<file path="config.mk">
export PLATFORM = sky130hd
export DESIGN_NAME = flag_window_counter_flat
export DESIGN_NICKNAME = d
export VERILOG_FILES = /design/src/rtl/flag_window_counter_if.sv /design/src/rtl/flag_window_counter.sv /design/src/flat_wrapper.sv
export SDC_FILE = /design/constraint.sdc
export NUM_CORES = 1
export LEC_CHECK = 0
export ABC_AREA = 1
export CAP_MARGIN = 20
export CORE_ASPECT_RATIO = 1.1
export CORE_MARGIN = 4
export CORE_UTILIZATION = 28
export CTS_CLUSTER_DIAMETER = 40
export CTS_CLUSTER_SIZE = 8
export DETAILED_ROUTE_END_ITERATION = 8
export SLEW_MARGIN = 10
export SYNTH_ARGS = -nofsm -noshare
export SYNTH_HDL_FRONTEND = slang
export SYNTH_SLANG_ARGS = --single-unit
export TNS_END_PERCENT = 5
</file>
<file path="constraint.sdc">
create_clock -name i_clk -period 2.5 [get_ports i_clk]
set_clock_uncertainty 0.15 [all_clocks]
set_input_delay 0.5 -clock i_clk [delete_from_list [all_inputs] [get_ports i_clk]]
set_output_delay 0.5 -clock i_clk [all_outputs]
set_load 0.01 [all_outputs]
</file>
<file path="src/rtl/flag_window_counter_if.sv">
// Flag bundle shared by the producer stage and the window counter.
// The producer drives z/y/x from its own always_ff; C is the consumer view.
interface I;
  logic z;
  logic y;
  logic x;

  modport C (input z, input y, input x);
  modport P (output z, output y, output x);
endinterface

</file>
<file path="src/rtl/flag_window_counter.sv">
// Counts rising edges of z/y/x over a fixed capture window after a start
// request and holds the counts, saturation bits and final levels for a valid/ready report.
module flag_window_counter #(
  parameter int unsigned WINDOW = 16,
  parameter int unsigned CNT_W  = 8
) (
  input  logic             i_clk,
  input  logic             i_srst,
  I.C                      p,
  input  logic             i_start,
  output logic             o_busy,
  output logic             o_valid,
  input  logic             i_ready,
  output logic [CNT_W-1:0] o_cnt_z,
  output logic [CNT_W-1:0] o_cnt_y,
  output logic [CNT_W-1:0] o_cnt_x,
  output logic [2:0]       o_sat,
  output logic [2:0]       o_level
);

  localparam int unsigned      WIN_W    = $clog2(WINDOW + 1);
  localparam logic [WIN_W-1:0] WIN_LAST = WIN_W'(WINDOW - 1);
  localparam logic [CNT_W-1:0] CNT_MAX  = {CNT_W{1'b1}};

  localparam logic [1:0] S_IDLE    = 2'd0;
  localparam logic [1:0] S_CAPTURE = 2'd1;
  localparam logic [1:0] S_REPORT  = 2'd2;

  logic [1:0]       r_state;
  logic [1:0]       w_state_nxt;
  logic             w_last;
  logic [WIN_W-1:0] r_win;
  logic [2:0]       r_prev;
  logic [2:0]       w_flags;
  logic [2:0]       w_rise;
  logic [CNT_W-1:0] r_cnt     [3];
  logic [CNT_W-1:0] w_cnt_nxt [3];
  logic [2:0]       r_sat;
  logic [2:0]       w_sat_nxt;

  logic             r_busy;
  logic             r_valid;
  logic [CNT_W-1:0] r_cnt_z;
  logic [CNT_W-1:0] r_cnt_y;
  logic [CNT_W-1:0] r_cnt_x;
  logic [2:0]       r_sat_out;
  logic [2:0]       r_level;

  assign w_flags = {p.z, p.y, p.x};
  assign w_rise  = w_flags & ~r_prev;

  // Next state plus the saturating count that includes this cycle's edges.
  always_comb begin
    w_state_nxt = r_state;
    w_last      = 1'b0;
    w_sat_nxt   = r_sat;
    for (int i = 0; i < 3; i++) begin
      w_cnt_nxt[i] = r_cnt[i];
    end

    case (r_state)
      S_IDLE: begin
        if (i_start) w_state_nxt = S_CAPTURE;
      end
      S_CAPTURE: begin
        if (r_win == WIN_LAST) begin
          w_last      = 1'b1;
          w_state_nxt = S_REPORT;
        end
      end
      S_REPORT: begin
        if (i_ready) w_state_nxt = S_IDLE;
      end
      default: w_state_nxt = S_IDLE;
    endcase

    for (int i = 0; i < 3; i++) begin
      if (w_rise[i]) begin
        if (r_cnt[i] == CNT_MAX) w_sat_nxt[i] = 1'b1;
        else                     w_cnt_nxt[i] = r_cnt[i] + CNT_W'(1);
      end
    end
  end

  always_ff @(posedge i_clk) begin
    if (i_srst) begin
      r_state   <= S_IDLE;
      r_win     <= '0;
      r_prev    <= '0;
      r_sat     <= '0;
      r_busy    <= 1'b0;
      r_valid   <= 1'b0;
      r_cnt_z   <= '0;
      r_cnt_y   <= '0;
      r_cnt_x   <= '0;
      r_sat_out <= '0;
      r_level   <= '0;
      for (int i = 0; i < 3; i++) r_cnt[i] <= '0;
    end else begin
      r_state <= w_state_nxt;
      r_prev  <= w_flags;
      r_busy  <= (w_state_nxt != S_IDLE);
      r_valid <= (w_state_nxt == S_REPORT);

      if (r_state == S_IDLE && i_start) begin
        r_win <= '0;
        r_sat <= '0;
        for (int i = 0; i < 3; i++) r_cnt[i] <= '0;
      end else if (r_state == S_CAPTURE) begin
        r_win <= w_last ? '0 : r_win + WIN_W'(1);
        r_sat <= w_sat_nxt;
        for (int i = 0; i < 3; i++) r_cnt[i] <= w_cnt_nxt[i];
        // Report registers see the edges of the final capture cycle.
        if (w_last) begin
          r_cnt_z   <= w_cnt_nxt[2];
          r_cnt_y   <= w_cnt_nxt[1];
          r_cnt_x   <= w_cnt_nxt[0];
          r_sat_out <= w_sat_nxt;
          r_level   <= w_flags;
        end
      end
    end
  end

  assign o_busy  = r_busy;
  assign o_valid = r_valid;
  assign o_cnt_z = r_cnt_z;
  assign o_cnt_y = r_cnt_y;
  assign o_cnt_x = r_cnt_x;
  assign o_sat   = r_sat_out;
  assign o_level = r_level;

endmodule
</file>
<file path="src/flat_wrapper.sv">
// flat-port wrapper written by rule: the top's interface ports become plain ports
module flag_window_counter_flat 
#(
  parameter int unsigned WINDOW = 16,
  parameter int unsigned CNT_W  = 8
)
  (i_clk, i_srst, i_start, o_busy, o_valid, i_ready, o_cnt_z, o_cnt_y, o_cnt_x, o_sat, o_level, p_z, p_y, p_x);
  I p_i ();
  input  logic i_clk;
  input  logic i_srst;
  input  logic i_start;
  output logic o_busy;
  output logic o_valid;
  input  logic i_ready;
  output logic [CNT_W-1:0] o_cnt_z;
  output logic [CNT_W-1:0] o_cnt_y;
  output logic [CNT_W-1:0] o_cnt_x;
  output logic [2:0] o_sat;
  output logic [2:0] o_level;
  input wire logic [$bits(p_i.z)-1:0] p_z;
  input wire logic [$bits(p_i.y)-1:0] p_y;
  input wire logic [$bits(p_i.x)-1:0] p_x;
  assign p_i.z = p_z;
  assign p_i.y = p_y;
  assign p_i.x = p_x;
  flag_window_counter #(.WINDOW(WINDOW), .CNT_W(CNT_W)) u_core (.i_clk(i_clk), .i_srst(i_srst), .p(p_i), .i_start(i_start), .o_busy(o_busy), .o_valid(o_valid), .i_ready(i_ready), .o_cnt_z(o_cnt_z), .o_cnt_y(o_cnt_y), .o_cnt_x(o_cnt_x), .o_sat(o_sat), .o_level(o_level));
endmodule
</file>
==> impl.org, run 1 <==
** Run status
- The run finished with clean final reports.

** STA
- Tcrit/Tclk final :: 78.4%
- Worst slew pin tran :: 402 ps
- Number of max-slew violations in the final report :: 0
- Endpoints failing setup :: 0
- The final hold violation count came to 0.
- For the final routed database, the setup TNS stands at 0 ps.
- Setup repair after global routing left no endpoint under its margin.
- In this run the tightest slew margin relative to its limit is 73.2%.
- Timing would allow up to 0.510 GHz.
- Shortest clock period the worst path allows after layout :: 1960 ps

** Logic synthesis
- Gate Count Post-Synth :: 437
- Dominant cell by count in the synthesized netlist :: sky130_fd_sc_hd__nand2_1
- Synthesis instantiated 29 different standard cells from the library.
- After synthesis the cells add up to 3350 um^2.
- Yosys mapped a number of flops with a built-in enable equal to 24.
- Counting instances in the post-synthesis netlist gives the leading cell types as sky130_fd_sc_hd__nand2_1, sky130_fd_sc_hd__inv_1, sky130_fd_sc_hd__nor2_1.
- The share of synthesized area in the top cell type comes to 26.9%.
- Post-Syn Area per Cell :: 7.66 um^2
- For this run, the number of Yosys warnings is 0.
- After synthesis the netlist holds a flip-flop and latch count of 69.
- The most used flip-flop cell after synthesis is sky130_fd_sc_hd__dfxtp_1.
- Biggest area contributors in the synthesized netlist :: sky130_fd_sc_hd__dfxtp_1, sky130_fd_sc_hd__edfxtp_1, sky130_fd_sc_hd__nand2_1, sky130_fd_sc_hd__inv_1, sky130_fd_sc_hd__nor2_1
- Sequential fraction of the synthesis area :: 48.4%
- For this run, asynchronously set or reset flops after synthesis account for 0%.
- Post-synthesis net count :: 448
- Cell type with the largest total area after synthesis :: sky130_fd_sc_hd__dfxtp_1

** Pwr
- Overall power consumption :: 2.77 mW
- Power spread over the standard cell area amounts to 657 nW/um^2.
- Leakage power figure :: 1.82 nW
- Worst VDD drop :: 318 uV

** Clock tree
- Clock transition at the registers of the reported paths :: 50 ps
- Total of cells resized after clock tree synthesis :: 0
- For the worst-skew pair, the clock arrives at the later sink with an insertion delay of 330 ps.
- Root cell of the clock tree :: sky130_fd_sc_hd__clkbuf_16
- Largest buffer count on any clock path :: 2
- Buffers inserted during clock tree synthesis total 9.
- After clock tree synthesis, the setup repair step added 0 buffers.
- After clock tree synthesis, the flow added hold-fix buffers numbering 0.
- CTS tree :: done
- For this design, the sink count on the clock tree is 69.
- Max H-tree Level :: 3

** Worst setup path
- Data arrival time of the critical path :: 2030 ps
- Critical path startpoint category :: register
- The critical path in this run is classified as reg -> reg.
- STA classifies the critical path endpoint as a register.
- Of all nets on the critical path, the largest fanout is 27.
- For the worst setup path, the data required time is 2570 ps.

** Place
- In this run the tool buffered the top-level ports with 38 buffer cells.
- After legalization and detailed placement, the total HPWL measured 5380 um.
- Final RePlAce weighted congestion :: 0.835
- Counting tap cells, the placed design contains a total of 622 instances.

** GRT
- Vias in the first global route :: 2792
- Maximum number of pins on one net before global-route repair :: 28
- Grt ovf :: 0
- Global routing used 11.6% of the available tracks across all layers.
- The number of antenna violations at the first check in global routing came to 0.
- The first global-routing pass estimated 12900 um of wire.

** Floorplan
- In this run the vertical extent of the chip is 123 um.
- Num ports :: 39
- Initial Utilization :: 28.9%
- Die Footprint :: 13800 um^2
- Measured along the x axis, the die boundary spans 112 um.
- The floorplan has 41 rows.
- The region available for standard cell placement spans 11600 um^2.

** Job
- The tool flagged a number of max-cap violations equal to 0.

** Cells and area
- Counting the fill cells in the layout gives 1219.
- Antenna diode count :: 0
- In the final layout, the share of cells above drive strength 1 is 6.56%.
- After the flow finishes, the layout carries non-filler instances totaling 638.
- At the end of the flow, the number of nets in the layout was 494.
- Syn-to-layout area delta :: 25.9%

** Drt
- Vias post-DR :: 2857
- After detailed routing, the average wire length per cell comes to 11.7 um.
- Routed wire length :: 7440 um
- Pre-Repair DR Iteration Count :: 5
- The detail route stage leaves a number of antenna-violating nets equal to 0.
- DRC errors left :: 0
- DRT iter0 DRCs :: 211
- Using the TritonRoute via totals, the vias-per-cell ratio works out to 4.48.

** Hold path
- Worst min path class :: reg -> reg
==> path summary, 6_finish.rpt <==
kind              slack [ps]           endpoint  depth (start not counted)             from
hold reg to reg          320    u_core.r_sat[0]                          2  u_core.r_sat[0]
hold / removal           320    u_core.r_sat[0]                          2  u_core.r_sat[0]
setup reg to reg         540  u_core.o_cnt_y[4]                          7  u_core.r_win[0]
setup / recovery         540  u_core.o_cnt_y[4]                          7  u_core.r_win[0]
==> routing by layer <==
metal / up-vias / routed length [um] / GRT usage [%]
li1: 1491 / - / -
met5: - / 0 / 0
met4: 0 / 65 / 4.28
met1: 1290 / 3670 / 15.2
met3: 4 / 387 / 3.50
met2: 72 / 3310 / 18.2
==> where the power goes <==
group | leakage, nW | internal [mW] | switching (mW)
Sequential | 0.632 | 1.21 | 0.0356
Clock | 0.150 | 0.897 | 0.454
Combinational | 1.04 | 0.0620 | 0.115
==> critical path, stage by stage, from the launching register on <==
cell and delay (ps):
sky130_fd_sc_hd__dfxtp_1 380, sky130_fd_sc_hd__ha_1 230, sky130_fd_sc_hd__nand4_4 170, sky130_fd_sc_hd__nor2_8 360, sky130_fd_sc_hd__buf_4 340, sky130_fd_sc_hd__nand3_1 110, sky130_fd_sc_hd__nand2_1 70, sky130_fd_sc_hd__inv_1 30
==> cells by family after synthesis <==
| kind of cell | after synthesis | share of synthesized area, % |
|---|---|---|
| and+or+nand+nor | 227 | 30.3 |
| adders and majority gates | 4 | 1.49 |
| xor gates and xnor gates | 3 | 0.785 |
| DFF | 69 | 48.4 |
| AOI/OAI and AO/OA | 55 | 8.82 |
| buffers and inverters | 79 | 10.1 |
==> flip-flops by register name, summed over array words and instances, names as in the netlist <==
register        count
u_core.r_cnt       24
u_core.o_cnt_x      8
u_core.o_cnt_y      8
u_core.o_cnt_z      8
u_core.r_win        5
u_core.o_level      3
u_core.o_sat        3
u_core.r_prev       3
u_core.r_sat        3
u_core.r_state      2
u_core.o_busy       1
u_core.o_valid      1
==> cells in the final DEF, fill, tap and decap left out, drive strengths merged, types with 2 or more instances in the layout <==
cell type      count
inv               67
ha                 4
o21bai             2
nand3b             5
edfxtp            24
nor2              65
a211oi             2
nand2            105
nand4              6
bufinv             2
nor3               2
nand3             42
buf                9
dfxtp             45
a31oi              2
a21oi             30
clkbuf            12
xnor2              3
clkdlybuf4s50     38
o21ai             18
==> stage by stage <==
stage	util, %	setup slack, ps	cell area [um^2]	hold WS (ps)
4_1_cts	36.3	497	4210	322
6_report	36.3	541	4210	317
3_5_place_dp	33.6	249	3900	313
2_1_floorplan	-	497	3350	295
3_3_place_gp	33.6	280	3900	307
5_1_grt	36.3	342	4210	351
==> cell type report <==
type | count | area (um^2) | share of cell area (%)
sequential | 69 | 1620 | 38.5
multi-input combinational | 289 | 1390 | 32.9
timing repair buffer | 47 | 448 | 10.6
inverter | 67 | 251 | 5.97
clock buffer | 12 | 246 | 5.85
tap | 150 | 188 | 4.45
clock inverter | 4 | 71.3 | 1.69
(Power assumes the default switching activity.)
==> run 2, diff against run 1 <==
clock period = 1.9 ns   (was 2.5 ns; I/O delays follow)
==> impl.org, run 2 (synthesis results as in run 1) <==
** Run status
- Status :: finished clean (unchanged)

** Cells and area
- The net total in the final layout is 505 (was 494).
- Largest register FFs :: 24 (unchanged)
- Register containing the most flip-flops in the final layout :: u_core.r_cnt (unchanged)
- Most used cells in the layout excluding fill and tap cells :: sky130_fd_sc_hd__nand2_1, sky130_fd_sc_hd__inv_1, sky130_fd_sc_hd__nor2_1, sky130_fd_sc_hd__dfxtp_1, sky130_fd_sc_hd__nand3_1 (unchanged)
- The fraction of layout cells with a size suffix above 1 is 9.02% (was 6.56%).
- Number of cells in the finished layout apart from fillers :: 649 (was 638)
- The utilization after layout was 37.4% (was 36.3%).
- The most frequent standard cell in the layout excluding fill and tap cells is sky130_fd_sc_hd__nand2_1 (unchanged).
- Antenna diode count :: 0 (unchanged)
- The growth of design area from synthesis to finish was 29.6% (was 25.9%).

** Worst setup path
- The sort of element at the end of the critical path was a primary output (was register).
- The critical path's slowest cell is sky130_fd_sc_hd__clkdlybuf4s50_1 (was sky130_fd_sc_hd__dfxtp_1).
- The required time at the endpoint of the critical path is 1370 ps (was 2570 ps).
- The start-to-end type of the worst setup path is reg -> out (was reg -> reg).
- Cell family contributing the most delay on the critical path :: buffers and inverters (was simple AND/OR/NAND/NOR gates)
- Cell count of the worst reg-to-reg path :: 8 (was 7)
- The data arrival time at the worst-slack endpoint came to 1250 ps (was 2030 ps).
- The critical path startpoint category was a register (unchanged).
- Worst-path maximum fanout :: 2 (was 27)
- Number of buffer and inverter instances along the worst setup path :: 1 (was 2)
- The largest incremental delay on the critical path is 560 ps (was 380 ps).
- CP cell instances :: clkdlybuf4s50_1 (was ha_1 > nand4_4 > nor2_8 > buf_4 > nand3_1 > nand2_1 > inv_1)
- Instance count on the critical path :: 1 (was 7)

** Drt
- DRT iter0 DRCs :: 137 (was 211)
- The routed via count is 2889 (was 2857).
- The average wire length per cell after detail routing is 11.4 um (was 11.7 um).
- Number of routed nets with antenna violations :: 0 (unchanged)
- Routed wire length :: 7420 um (was 7440 um)
- Average vias per placed instance :: 4.45 (was 4.48)
- DRC errors left :: 0 (unchanged)
- Pre-Repair DR Iteration Count :: 4 (was 5)

** Floorplan
- Die Footprint :: 13800 um^2 (unchanged)
- The number of core rows was 41 (unchanged).
- Floorplan Core Area :: 11600 um^2 (unchanged)
- The height of the die was 123 um (unchanged).
- The horizontal die dimension came to 112 um (unchanged).
- The count of boundary I/O pins came to 39 (unchanged).
- Initial Utilization :: 28.9% (unchanged)

** GRT
- The number of antenna violations at the first check in global routing came to 0 (unchanged).
- First-pass GRT wire length :: 12800 um (was 12900 um)
- Grt ovf :: 0 (unchanged)
- Vias in the first global route :: 2758 (was 2792)
- Total Routing Usage GR :: 11.6% (about the same)
- The largest net degree at the start of global routing came to 36 (was 28).

** Clock tree
- Number of buffers added by the clock tree synthesis step :: 9 (unchanged)
- The number of levels the H-tree was split into was 3 (unchanged).
- The clock-pin transition on the worst setup and hold timing paths was 50 ps (about the same).
- The post-cts hold buffer count came to 0 (unchanged).
- The source-to-sink clock delay at the later pin of the worst-skew pair was 330 ps (about the same).
- Largest buffer count on any clock path :: 2 (unchanged)
- The number of clock sinks seen by CTS came to 69 (unchanged).
- The CTS tree is done (unchanged).
- Root cell of the clock tree :: sky130_fd_sc_hd__clkbuf_16 (unchanged)

** Job
- The number of violations of the max-capacitance limit came to 0 (unchanged).

** STA
- Endpoints failing setup :: 0 (unchanged)
- The final hold violation count is 0 (unchanged).
- The actual transition at the worst max-transition pin came to 332 ps (was 402 ps).
- Unrepaired setup endpoints after global routing: no (unchanged).
- Shortest clock period the worst path allows after layout :: 1780 ps
- The final critical path takes up 93.7% of the cycle.
- Based on the critical path, the design can be clocked at up to 0.562 GHz.
- The post-route setup TNS was 0 ps (unchanged).
- The number of pins exceeding their max-slew limit in the final report is 0 (unchanged).
- Tightest slew margin relative to the limit :: 77.8% (was 73.2%)

** Place
- The count of input and output buffers was 38 (unchanged).
- Detailed placer's ending HPWL :: 5430 um (was 5380 um)
- The number of placed instances, taps included is 633 (was 622).
- Final RePlAce weighted congestion :: 0.845 (was 0.835)

** Pwr
- Worst VDD drop :: 367 uV (was 318 uV)
- Overall power consumption :: 3.65 mW (was 2.77 mW)
- The leakage power of the design came to 1.89 nW (was 1.82 nW).
- Cell area power density :: 842 nW/um^2 (was 657 nW/um^2)

** Hold path
- The count of cells along the worst hold path was 2 (unchanged).
- The worst hold-check path type is reg -> reg (unchanged).
==> run 2: repair_timing <==
item | in CTS | in global routing
buffers inserted | 0 | 0
setup endpoints to repair | 0 | 1
gates resized for setup | 0 | 1
==> run 2: worst paths after layout <==
| path | startpoint | endpoint | slack [ps] |
|---|---|---|---|
| setup / recovery | u_core.o_cnt_y[5] | o_cnt_y[5] | 120 |
| hold / removal | u_core.r_sat[0] | u_core.r_sat[0] | 320 |
| hold reg to reg | u_core.r_sat[0] | u_core.r_sat[0] | 320 |
| setup reg to reg | u_core.r_cnt[0][16] | u_core.r_cnt[0][20] | 210 |
==> run 2: final cells by class <==
type / instances / area (um^2)
clock buffer: 9 / 225
multi-input combinational: 289 / 1400
fill: 1235 / 7250
clock inverter: 7 / 90.1
timing repair buffer: 58 / 568
sequential: 69 / 1620
inverter: 67 / 251
tap: 150 / 188
==> run 2: per-stage QoR <==
stage               area, um^2  hold slack, ps  setup WS, ps
global route              4340             351          36.8
CTS                       4330             324           105
detailed placement        4020             315         -71.9
global placement          4020             304         -20.5
floorplan                 3350             295          16.8
finish                    4340             319           120
==> run 2: power by group <==
part	total, mW	switching [mW]	internal (mW)
Combinational	0.253	0.151	0.102
Clock	1.77	0.626	1.14
Sequential	1.63	0.0469	1.59
Total	3.65	0.824	2.83
==> run 2: routing by layer <==
layer  GRT usage, %  wire, um  up-vias  part of all wire (%)
li1               -         -     1520                     -
met1           15.4      3690     1301                    50
met2           18.1      3230       58                    43
met3           3.01       388       10                   5.2
met4           4.51       110        0                   1.5
met5              0         0        -                     0
==> run 3, diff against run 2 <==
--- a/config.mk
+++ b/config.mk
@@ -15,2 +15,3 @@
 export DETAILED_ROUTE_END_ITERATION = 8
+export SETUP_SLACK_MARGIN = 0.1
 export SLEW_MARGIN = 10
==> constraint.sdc (replaced) <==
create_clock -name i_clk -period 1.6 [get_ports i_clk]
set_clock_uncertainty 0.15 [all_clocks]
set_input_delay 0.32 -clock i_clk [delete_from_list [all_inputs] [get_ports i_clk]]
set_output_delay 0.32 -clock i_clk [all_outputs]
set_load 0.1 [all_outputs]
==> impl.org, run 3 (synthesis results as in run 1) <==
** Floorplan
- The standard cell core area is 11600 um^2 (unchanged).
- The height of the die came to 123 um (unchanged).
- Placement Rows :: 41 (unchanged)
- Initial Utilization :: 28.9% (unchanged)
- Num ports :: 39 (unchanged)
- The horizontal die dimension is 112 um (unchanged).
- Die Footprint :: 13800 um^2 (unchanged)

** Worst setup path
- The sort of element at the end of the critical path was a register (was primary output).
- The buffering stage count on the worst path with inverters included is 0 (was 1).
- CP cell instances: ha_2 > nand2_2 > nor2_4 > nand2_2 > nor2_4 > nand3_1 > nand2_2 > nor2_1 (was clkdlybuf4s50_1).
- Worst-path maximum fanout :: 4 (was 2)
- Instance count on the critical path :: 8 (was 1)
- The depth of the worst register-to-register path came to 8 (unchanged).
- The required time at the endpoint of the critical path came to 1530 ps (was 1370 ps).
- The data arrival time at the worst-slack endpoint is 1590 ps (was 1250 ps).
- Critical-path top delay cell :: sky130_fd_sc_hd__edfxtp_1 (was sky130_fd_sc_hd__clkdlybuf4s50_1)
- The critical path startpoint category is a register (unchanged).
- The start-to-end type of the worst setup path is reg -> reg (was reg -> out).
- Counting stages on the worst path, the most repeated cell is sky130_fd_sc_hd__nand2_2.
- Cell family contributing the most delay on the critical path :: simple AND/OR/NAND/NOR gates (was buffers and inverters)
- Delay contributed by the slowest stage of the critical path :: 380 ps (was 560 ps)

** Clock tree
- The clock-pin transition on the worst setup and hold timing paths was 60 ps (was 50 ps).
- Largest buffer count on any clock path :: 2 (unchanged)
- The buffer type at the clock tree root is sky130_fd_sc_hd__clkbuf_16 (unchanged).
- Max H-tree Level :: 3 (unchanged)
- The CTS tree was done (unchanged).
- The number of clock sinks seen by CTS is 69 (unchanged).
- Clock latency of the later-clocked register in the worst-skew pair :: 330 ps (about the same)
- The total clock buffers created by CTS is 9 (unchanged).

** Hold path
- Hold Crit Depth :: 2 (unchanged)
- Worst min path class :: reg -> reg (unchanged)

** Place
- The worst setup slack before clock tree synthesis came to -340 ps (was -71.9 ps).
- Final RePlAce weighted congestion :: 0.827 (was 0.845)
- The count of input and output buffers came to 38 (unchanged).
- Detailed placer's ending HPWL :: 5770 um (was 5430 um)

** Cells and area
- Most used cells in the layout excluding fill and tap cells :: sky130_fd_sc_hd__nand2_1, sky130_fd_sc_hd__inv_1, sky130_fd_sc_hd__nor2_1, sky130_fd_sc_hd__dfxtp_1, sky130_fd_sc_hd__buf_12 (was sky130_fd_sc_hd__nand2_1, sky130_fd_sc_hd__inv_1, sky130_fd_sc_hd__nor2_1, sky130_fd_sc_hd__dfxtp_1, sky130_fd_sc_hd__nand3_1)
- The flip-flop count of the largest register, all copies and words added is 24 (unchanged).
- Footprint of the flip-flops and latches :: 1630 um^2 (was 1620 um^2)
- The net total in the final layout was 519 (was 505).
- The final antenna diode count is 0 (unchanged).
- Leading cell type in the layout, fill and taps excluded :: sky130_fd_sc_hd__nand2_1 (unchanged)
- Syn-to-layout area delta :: 48.6% (was 29.6%)
- The total area of multi-input combinational cells came to 1600 um^2 (was 1400 um^2).
- Number of fill cells in the layout :: 1166 (was 1235)
- The fraction of layout cells with a size suffix above 1 is 26.9% (was 9.02%).
- Register containing the most flip-flops in the final layout :: u_core.r_cnt (unchanged)

** Drt
- Max layer used :: met4 (unchanged)
- Number of routed nets with antenna violations :: 0 (unchanged)
- Routed wirelength normalized by instance count :: 12.2 um (was 11.4 um)
- The average vias per placed instance is 4.49 (was 4.45).
- The routed length on met1 was 3690 um (about the same).
- Met3 layer wire length in the routed design :: 369 um (was 388 um)
- The number of detailed-route iterations in the first pass is 4 (unchanged).
- The number of violations reported at the end of detailed-routing iteration 0 was 110 (was 137).
- The final routed wirelength across all metal layers came to 8110 um (was 7420 um).
- Met2 Routed Length :: 3980 um (was 3230 um)
- DRC errors left :: 0 (unchanged)
- Vias post-DR :: 2975 (was 2889)

** Job
- Number of max-cap violations :: 0 (unchanged)

** Run status
- Failing checks :: setup timing
- Status :: finished with violations (was finished clean)

** STA
- Derived from the worst setup path, the maximum achievable clock frequency is 0.604 GHz.
- Tightest slew margin relative to the limit :: 83.5% (was 77.8%)
- The number of pins exceeding their max-slew limit in the final report is 0 (unchanged).
- The setup slack after layout is -55.3 ps (was 120 ps).
- Endpoints failing setup :: 3 (was 0)
- The final hold violation count is 0 (unchanged).
- The final hold slack came to 325 ps (was 319 ps).
- The smallest clock period supported by the final layout is computed as 1660 ps.
- Worst slew pin tran :: 245 ps (was 332 ps)
- Tcrit/Tclk final :: 103%
- Unrepaired setup endpoints after global routing: yes (was no).

** GRT
- The overall fraction of global-route tracks in use came to 12.2% (was 11.6%).
- The wire length of the first global-routing pass is 13600 um (was 12800 um).
- The via count of the first global-routing pass came to 2924 (was 2758).
- The number of antenna violations at the first check in global routing is 0 (unchanged).
- Maximum number of pins on one net before global-route repair :: 31 (was 36)
- The final global-route overflow total came to 0 (unchanged).

** Pwr
- The areal power density over the cells came to 872 nW/um^2 (was 842 nW/um^2).
- Worst VDD drop :: 656 uV (was 367 uV)
- Overall power consumption :: 4.34 mW (was 3.65 mW)
- Leakage power figure :: 2.16 nW (was 1.89 nW)
## run 3: worst paths after layout
path                        from                   to  slack, ps
max reg2reg  u_core.r_cnt[0][16]  u_core.r_cnt[0][22]        -60
min reg2reg      u_core.r_sat[2]      u_core.r_sat[2]        330
min              u_core.r_sat[2]      u_core.r_sat[2]        330
max          u_core.r_cnt[0][16]  u_core.r_cnt[0][22]        -60
## run 3: through the flow
step           cell area [um^2]  utilization, %  setup TNS, ps  cells
6_report                   4980            42.9          -88.1    663
4_1_cts                    4910            42.4           -111    663
3_3_place_gp               4450            38.4         -13420    644
5_1_grt                    4980            42.9          -1190    663
3_5_place_dp               4450            38.4         -13720    644
2_1_floorplan              3360               -              0    437
## run 3: cell type report
cell class	count	share of cell area (%)
sequential	69	32.7
timing repair buffer	71	20.4
clock buffer	10	4.80
multi-input combinational	290	32.1
tap	150	3.77
clock inverter	6	1.23
inverter	67	5.05
## run 3: routing by layer
| layer | GRT usage [%] | vias up |
|---|---|---|
| met2 | 20.8 | 55 |
| met4 | 3.23 | 0 |
| met5 | 0 | - |
| met1 | 14.7 | 1360 |
| li1 | - | 1553 |
| met3 | 4.39 | 7 |
## run 3: where the power goes
group	leakage, nW	internal (mW)	total [mW]	switching (mW)
registers	0.633	1.88	1.93	0.0500
logic	1.38	0.171	0.414	0.243
clock network	0.145	1.24	1.99	0.750
## run 3: worst min-delay path, stage by stage, from the launching register on
cell and delay, ps:
sky130_fd_sc_hd__dfxtp_1 300, sky130_fd_sc_hd__inv_1 70, sky130_fd_sc_hd__a21oi_1 60
## run 3: repair_timing
action / in CTS / in global routing
cloned: 1 / 0
buffers inserted: 2 / 0
endpoints found under the setup margin: 54 / 79
resized for setup: 40 / 18
hold buffers: 0 / 0
pin swaps: 38 / 14
